==> config.mk <==
export PLATFORM = sky130hd
export DESIGN_NAME = alu_source_a_mux
export DESIGN_NICKNAME = d
export VERILOG_FILES = /design/src/rtl/alu_source_a_mux_pkg.sv /design/src/rtl/alu_source_a_mux_mux4.sv /design/src/rtl/alu_source_a_mux.sv
export SDC_FILE = /design/constraint.sdc
export NUM_CORES = 1
export LEC_CHECK = 0
export CORE_ASPECT_RATIO = 0.75
export CORE_MARGIN = 1
export CORE_UTILIZATION = 31
export DETAILED_ROUTE_END_ITERATION = 6
export PLACE_DENSITY_LB_ADDON = 0.25
export SLEW_MARGIN = 20
export SYNTH_ARGS = -nofsm -noshare
export SYNTH_HDL_FRONTEND = slang
export SYNTH_SLANG_ARGS = --single-unit
==> constraint.sdc <==
create_clock -name CLK -period 2.35 [get_ports CLK]
set_input_delay 0.3525 -clock CLK [delete_from_list [all_inputs] [get_ports CLK]]
set_output_delay 0.3525 -clock CLK [all_outputs]
set_load 0.005 [all_outputs]
==> src/rtl/alu_source_a_mux_pkg.sv <==
// Shared datapath constants: ALUSrcA encodings and the datapath word width.
// The control unit imports the same package so both sides agree on the encoding.
package alu_source_a_mux_pkg;

    localparam int DATAPATH_WIDTH = 16;

    localparam logic [1:0] SRCA_ZERO  = 2'd0;
    localparam logic [1:0] SRCA_ONE   = 2'd1;
    localparam logic [1:0] SRCA_TWO   = 2'd2;
    localparam logic [1:0] SRCA_THREE = 2'd3;

endpackage

==> src/rtl/alu_source_a_mux_mux4.sv <==
// Combinational WIDTH-bit 4:1 select; the word passes through bit-exact.
module mux4
    import alu_source_a_mux_pkg::*;
#(
    parameter int WIDTH = DATAPATH_WIDTH
) (
    input  logic [1:0]       sel,
    input  logic [WIDTH-1:0] d0,
    input  logic [WIDTH-1:0] d1,
    input  logic [WIDTH-1:0] d2,
    input  logic [WIDTH-1:0] d3,
    output logic [WIDTH-1:0] y
);

    always_comb begin
        y = d0;
        case (sel)
            SRCA_ZERO:  y = d0;
            SRCA_ONE:   y = d1;
            SRCA_TWO:   y = d2;
            SRCA_THREE: y = d3;
            default:    y = d0;
        endcase
    end

endmodule

==> src/rtl/alu_source_a_mux.sv <==
// Registered ALU A-operand select: mux4 followed by a reset-capable output register.
// No handshake: a new select and its data are captured on every rising CLK edge.
module alu_source_a_mux
    import alu_source_a_mux_pkg::*;
#(
    parameter int WIDTH = DATAPATH_WIDTH
) (
    input  logic             CLK,
    input  logic             Reset,
    input  logic [1:0]       ALUSrcA,
    input  logic [WIDTH-1:0] Zero,
    input  logic [WIDTH-1:0] One,
    input  logic [WIDTH-1:0] Two,
    input  logic [WIDTH-1:0] Three,
    output logic [WIDTH-1:0] Output,
    output logic [1:0]       SelQ
);

    logic [WIDTH-1:0] mux_y;

    mux4 #(
        .WIDTH(WIDTH)
    ) u_mux4 (
        .sel(ALUSrcA),
        .d0 (Zero),
        .d1 (One),
        .d2 (Two),
        .d3 (Three),
        .y  (mux_y)
    );

    // SelQ records which select produced the current Output, for trace.
    always_ff @(posedge CLK) begin
        if (Reset) begin
            Output <= '0;
            SelQ   <= SRCA_ZERO;
        end else begin
            Output <= mux_y;
            SelQ   <= ALUSrcA;
        end
    end

endmodule

[Word-level counts from Yosys, hierarchy flattened]
Index checks and enable logic that the tools add are counted.
Widths: inputs -> output; s select.
Word-level totals
  register bits after elaboration: 18
  word-level logic and storage cells: 7
Operators by class
  eq/ne operators: 3
  mux-type cells: 1
  reductions and logical operators: 1
Operators with widths (count)
  $pmux 16 s4: 1
  $eq 2x2->1 const B: 2
  $eq 2x1->1 const B: 1
  $logic_not 2->1: 1

[Logic depth before layout (Yosys ltp)]
  word-level depth: 2
  depth in mapped cells: 4
  mapped depth without buffers: 2

[By module]
From an unflattened synthesis, not the netlist that was laid out.
Second synthesis, totals
  cells, all modules: 57
  area total of the unflattened synthesis: 913.4 µm²
Modules (own cells, without submodules)
  alu_source_a_mux: instances 1, cells each 37, area each 489.2 µm², sequential area each 360.3 µm²
  mux4: instances 1, cells each 20, area each 424.2 µm², sequential area each 0.0 µm²

[Worst setup path after synthesis]
No wires, ideal clock.
  kind: input port to flip-flop
  from: in ALUSrcA[1]
  to: reg Output[2]
  setup time: 0.123 ns
  arrival: 0.939 ns
  path slack: 1.288 ns
  stages: 4
  cells stage by stage: buf_4 buf_4 mux2i_1 o22ai_1
Between the ends
  cells in the longest elaborated chain, start to end: 2
  elaborated cells on any way between the ends: 5
Ends and longest elaborated chain
  start: declaration: line alu_source_a_mux.sv:10  | input logic [1:0] ALUSrcA,
  $eq 2x2->1, or another cell as far along: line alu_source_a_mux_mux4.sv:17  | case (sel)
  $pmux 16 s4 (*): line alu_source_a_mux_mux4.sv:17
  end signal: assignment: line alu_source_a_mux.sv:38  | Output <= mux_y;
  end: declaration: line alu_source_a_mux.sv:15  | output logic [WIDTH-1:0] Output,
Mark *: on every way between the ends. The rest lies on a longest branch, timed or not.
A chain may end at the register's enable or synchronous reset.

==> run metrics <==
status=completed; Core Area=2640 um2; share of cells above drive strength 1=3.77%; Hold-fix buffers, CTS=0; RSZ-0062 raised after global routing=false; Die W=63.4 um; DR DRC count=0; Worst path top cell family by delay=simple AND/OR/NAND/NOR gates; grt ovf=0; Filler cells=228; # H-tree levels=1; Worst EP required=2.45 ns; worst hold path class=input port to flip-flop; endpoints failing setup=0; register bit total from synthesis=18; vias post-DR=897; Initial DRT Pass Iterations=3; synth warn=0; startpoint types=input port; # port buffers=85; DR iter-0 viols=17; share of the synthesized area in the top cell type=41.1%; Post-CTS Setup Bufs=0; placed insts=192; worst hold endpoint=SelQ[1]; Hold Fails Final Rpt=0; die area=3050 um2; Levels on crit path=3; Tot Pwr=0.786 mW; worst setup path class=input port to flip-flop; unique cell type count in the Yosys netlist=11; fmax=677 MHz; Crit path largest cell delay=0.56 ns; RePlAce Congestion=0.633; clock sinks=18; Slew Limit Fails=0; VDD IR max=0.317 mV; routed length per instance=12.7 um; register area=360 um2; Area Overhead vs Synth=100%; Worst Hold Launch=ALUSrcA[1]; vias in the first global route=864; GRT Total Usage=16.1%; Leak Pwr=0.732 nW; placement row count=16; hold path depth=3; max_slew headroom=53.8%; Detailed Route WL=2470 um; crit-path max FO=17; minimum clock period=1.48 ns; TritonCTS clock tree=done; mean post-synth cell area=11.2 um2; Fin Setup TNS=0 ns; fin area=1760 um2; clk root buf=clkbuf_8; post-route ant nets=0; register area share after synthesis=41.1%; area leader, netlist=dfxtp_1; I/O pins=86; CTS max path bufs=2; most frequent cells in the layout=clkdlybuf4s50_1 (84), mux2i_1 (32), dfxtp_1 (18); top cells by area, synth=dfxtp_1 (41%), mux2i_1 (37%), o22ai_1 (11%), buf_6 (3.9%), buf_4 (1.7%); Max-Cap Viols=0; largest net degree at the start of global routing=34; initial core utilization=33.2%; initial antenna violation count=0; vias per cell=4.60; Post-DP HPWL=1940 um; die height=48.1 um; Syn Inst Count=78; net count after synthesis=146; Slew @ Worst Pin=0.693 ns; leading cell type in the layout, fill and taps excluded=clkdlybuf4s50_1; Multi-input gate area=439 um2; Area after DPL=1710 um2; P per Cell Area=448 nW/um2; fin nets=229; CP max-delay cell=nand2b_1; global-route wire length before repair=3710 um; Tcrit/Tclk final=62.9%; CP Cell Sequence=clkdlybuf4s50_1 -> nand2b_1 -> o22ai_1; critical path data arrival time=1.58 ns; Final Instance Count excl. Fillers=195; Min Hold Slack=0.615 ns; clk slew on worst S/H paths=0.06 ns; Worst setup EP type=flip-flop; mapped cell area=877 um2; Num CTS Buffers=3; Resize count post-CTS=0; ant diodes=0; WP buf/inv=1
## cell usage after synthesis, drive strengths merged
cell type	n
mux2i	32
dfxtp	18
o22ai	16
buf	8
inv	1
nand2b	1
nor2b	1
or2	1
## layout make-up
cell class,count,share of cell area (%)
inverters,1,0.214
well taps,36,2.57
flip-flops and latches,18,20.5
multi-input cells,51,25.0
repair buffers,86,49.3
clock buffers,3,2.35
## power by group
group / leakage [nW] / switching (mW) / internal [mW]
sequential: 0.150 / 0.00576 / 0.329
combinational: 0.560 / 0.0667 / 0.174
clock: 0.0216 / 0.0967 / 0.114
total: 0.732 / 0.169 / 0.617
## metrics by stage
| stage | util, % | setup slack (ns) |
|---|---|---|
| finish | 66.4 | 0.872 |
| global route | 66.4 | 0.785 |
| CTS | 66.4 | 0.869 |
| detailed placement | 64.9 | 0.601 |
| global placement | 64.9 | 0.670 |
| floorplan | - | 1.29 |
## registers in the layout, summed over array words and instances (netlist names)
register  flops
Output       16
SelQ          2
## metal layers
layer | share of wire (%) | vias up | track usage (%)
met4 | 0.40 | 0 | 4.09
met5 | 0 | - | 0
met1 | 39 | 420 | 16.4
met2 | 57 | 21 | 33.6
li1 | - | 454 | -
met3 | 3.9 | 2 | 4.76
## how the worst max path moves through the flow
stage / from / end / slack (ns)
after floorplan: ALUSrcA[1] / Output[2] / 1.29
after global placement: Reset / Output[10] / 0.67
after detailed placement: Reset / Output[10] / 0.60
after CTS: Reset / Output[10] / 0.87
after global routing: Reset / Output[10] / 0.78
final: Reset / Output[10] / 0.87
## cells by family (layout without fill, tap and decap cells)
kind of cell / Yosys count / in the layout / synth area share [%]
mux: 32 / 32 / 36.5
flops: 18 / 18 / 41.1
compound gates: 16 / 16 / 11.4
buf+inv: 9 / 90 / 8.84
simple gates: 3 / 3 / 2.14
Power figures use the tool's default switching activity.
==> patch 1, RTL diff (config.mk and constraints unchanged) <==
Reset style: asynchronous (`Reset`), changed in one clocked block.
--- a/src/rtl/alu_source_a_mux.sv
+++ b/src/rtl/alu_source_a_mux.sv
@@ -32,3 +32,3 @@
     // SelQ records which select produced the current Output, for trace.
-    always_ff @(posedge CLK) begin
+    always_ff @(posedge CLK or posedge Reset) begin
         if (Reset) begin
Check against the original RTL: differs if Reset is asserted again (counterexample within 4 cycles, from zero or initial values and one cycle with Reset high); with Reset held inactive, the same outputs for 10 cycles.
==> patch 1 against the original RTL <==
- sequential cell count unchanged
- non-clock buffer count up 1
- wire length down 5.6%
- sequential power up 3%
- fmax down 6.2%
- power up 5.7%
- design area up 2.7%
- worst hold slack worse by 0.11 ns
- worst setup slack worse by 0.098 ns
- critical endpoint is now Output[15]
- sequential share of layout area up 4.5 points
- first-iteration DRC count down 94%
- critical path type unchanged
- highest routed layer unchanged
- count of clock-buffer cells in the layout up 1
- synthesized area up 0.14%
==> patch 1: results (changes against the original RTL) <==
[yosys]
ys_async_sr_fraction = 1.00  ; +1.00
yosysWarnings = 0  ; unchanged
synth_nets = 107  ; -27%
ys.flop_type = dfrtp_1
synth.avg_cell_area_sq_um = 22.5  ; +100%
synth_cell_types = 7  ; -4
ys_top_cells_by_area = dfrtp_1 51%, mux4_2 26%, mux4_1 18%
ys_top_cells_by_count = 18 x dfrtp_1, 10 x mux4_2, 6 x mux4_1

[routing]
drtIter0Drc = 1  ; -16
wl_met2_um = 1160  ; -17%
drt-vias-per-instance = 4.64  ; +0.78%
wl_per_cell_um = 14.4  ; +14%
first_pass_iters = 4  ; +1
drt-met1-wl_um = 953  ; -0.73%
wl_um = 2330  ; -5.6%
dr_wl_met3_um = 196  ; +100%

[worst_hold_path]
hold_path.class = input pin to asynchronous set/reset pin

[placed_design]
placed_area_sq_mm = 0.00175  ; +2.0%
place_ws_ns = 0.489  ; -0.112 ns
gp_congestion = 0.850  ; +34%
dp_cells = 158  ; -18%

[final_layout]
fin_nets = 195  ; -15%
nFillCells = 206  ; -9.6%
drive_gt1_frac = 0.127  ; +0.0892

[sta]
max-slew-margin-rel = 0.555  ; +0.0167
whs_ns = 0.508  ; -0.107 ns
maxClockFrequency_mhz = 634  ; -6.2%

[power_and_ir_drop]
leakage_nw = 0.713  ; -2.6%
ir_drop_mv = 0.184  ; -42%

[global_routing]
track_usage = 0.162  ; +0.00105
use_met1 = 0.218  ; +0.0540
grt_max_degree = 19  ; -44%
first_global_vias = 687  ; -20%
grt_use_met2 = 0.266  ; -0.0702
grt_pass1_wl_um = 3460  ; -6.7%

[status]
status = finished clean

[worst_setup_path]
arrival_ns = 1.69  ; +0.11 ns

## patch 1: worst paths after layout
kind | depth (start not counted) | from | end
max in group asynchronous | 2 | Reset | Output[2]
max | 3 | ALUSrcA[0] | Output[15]
min in group CLK | 2 | ALUSrcA[1] | SelQ[1]
min | 2 | Reset | Output[9]
## patch 1: worst max-delay path: stages
cell and delay (ns):
clkdlybuf4s50_1 0.45, buf_4 0.28, mux4_1 0.60
## patch 1: cells by family (layout without fill, tap and decap cells)
group    after synthesis  after routing  synth area share
mux                   16             16             0.436
buf+inv                5             92            0.0513
flops                 18             18             0.513
## patch 1: final cells by class
type,instances,area [sq um],share of cell area
clock buffers,4,55.1,0.0305
inverters,1,3.75,0.00208
multi-input cells,16,383,0.212
flip-flops and latches,18,450,0.250
well taps,36,45.0,0.0250
repair buffers,87,866,0.480
## patch 1: power by group
group | internal [W] | switching [W]
Sequential | 0.000339 | 0.00000693
Combinational | 0.000188 | 0.0000552
Clock | 0.000148 | 0.0000934
==> patch 2, RTL diff (same flow settings) <==
Made on the original files. The package constant `DATAPATH_WIDTH` goes from 16 to 14.
--- a/src/rtl/alu_source_a_mux_pkg.sv
+++ b/src/rtl/alu_source_a_mux_pkg.sv
@@ -4,3 +4,3 @@
 
-    localparam int DATAPATH_WIDTH = 16;
+    localparam int DATAPATH_WIDTH = 14;
 
Interface: changed (5 resized); port bits go from 86 to 76. No check against the original RTL was run, so the function may have changed too.
==> patch 2 against the original RTL <==
- fmax increased by 1.9%
- largest power group unchanged
- wire length decreased by 16%
- power decreased by 18%
- design area decreased by 13%
- synthesized area decreased by 12%
- sequential cell count decreased by 2
- worst setup slack improved by 0.028 ns
- sequential power decreased by 11%
- worst hold slack improved by 0.036 ns
- via count decreased by 13%
- critical path type is now register to primary output
==> patch 2: results (changes against the original RTL) <==
[status]
status = finished clean

[routing]
wl_per_cell_um = 11.9  ; -6.0%
via_count = 778  ; -13%
drt-vias-per-instance = 4.47  ; -2.8%
first_pass_iters = 2  ; -1
drtIter0Drc = 13  ; -4

[sta]
whs_ns = 0.651  ; +0.0358 ns
min_period_over_period = 0.617  ; -0.0118
max-slew-margin-rel = 0.470  ; -0.0678

[placed_design]
place_ws_ns = 0.648  ; +0.0478 ns
dp_cells = 171  ; -11%
hpwlAfterDp_um = 1670  ; -14%
placed_area_sq_mm = 0.00151  ; -12%
gp_congestion = 0.629  ; -0.51%
io_buffers = 75  ; -12%

[worst_setup_path]
critPathMaxFanout = 1  ; -16
critPathCapture = Output[4]
arrival_ns = 1.10  ; -0.48 ns
cp_slowest_cell = clkdlybuf4s50_1
cpPeakStageDelay_ns = 0.50  ; -0.06 ns
startpoint = Output[4]
cp_top_family = buffers and inverters

[clock_tree]
cts-resized-gates = 0  ; unchanged
clk_pin_slew_ns = 0.09  ; +0.03 ns
root_buffer = clkbuf_4

[yosys]
synth_nets = 128  ; -12%
ys_top_cells_by_area = dfxtp_1 41%, mux2i_1 36%, o22ai_1 11%
synth_compound_area_frac = 0.121  ; +0.00704
netlist_instances = 68  ; -13%
yosysSeqAreaShare = 0.414  ; +0.00273
synthMuxAreaShare = 0.362  ; -0.00332
ys_top_cells_by_count = 28 x mux2i_1, 16 x dfxtp_1, 13 x o22ai_1

[global_routing]
first_global_vias = 738  ; -15%
grt_use_met2 = 0.296  ; -0.0406
track_usage = 0.152  ; -0.00888
grt_max_degree = 30  ; -12%
grt_use_met3 = 0.0602  ; +0.0126
grt_pass1_wl_um = 3020  ; -19%
use_met1 = 0.150  ; -0.0140

[worst_hold_path]
hp-start = Reset
min_delay_path_depth = 2  ; -1

[power_and_ir_drop]
ir_drop_mv = 0.250  ; -21%
power_frac_comb = 0.325  ; +0.019
total_power_w = 0.000643  ; -18%
switching_power_w = 0.000141  ; -17%
powerSeq_w = 0.000298  ; -11%
leakage_nw = 0.635  ; -13%

[final_layout]
largestRegisters = Output x14, SelQ x2
drive_gt1_frac = 0.0429  ; +0.00512
nFillCells = 197  ; -14%
fin_nets = 202  ; -12%

[run]
max-cap-violations = 0  ; unchanged

[patch 2: layout make-up]
cell class / instances / area, sq um / share of cell area
tap: 34 / 42.5 / 0.0278
timing repair buffer: 75 / 746 / 0.488
clock buffer: 3 / 22.5 / 0.0147
inverter: 1 / 3.75 / 0.00246
multi-input combinational: 45 / 393 / 0.257
sequential: 16 / 320 / 0.210
[patch 2: metal layers]
metal  vias to the layer above  part of all wire
met5                         -                 0
met4                         0            0.0048
met3                         2              0.12
met2                        43              0.50
met1                       333              0.38
li1                        400                 -
[patch 2: kinds of logic (layout without fill, tap and decap cells)]
| kind of cell | Yosys count | after routing |
|---|---|---|
| multiplexers | 28 | 28 |
| flip-flops | 16 | 16 |
| AO/OA/AOI/OAI | 14 | 14 |
| buffers and inverters | 7 | 79 |
| AND/OR/NAND/NOR | 3 | 3 |
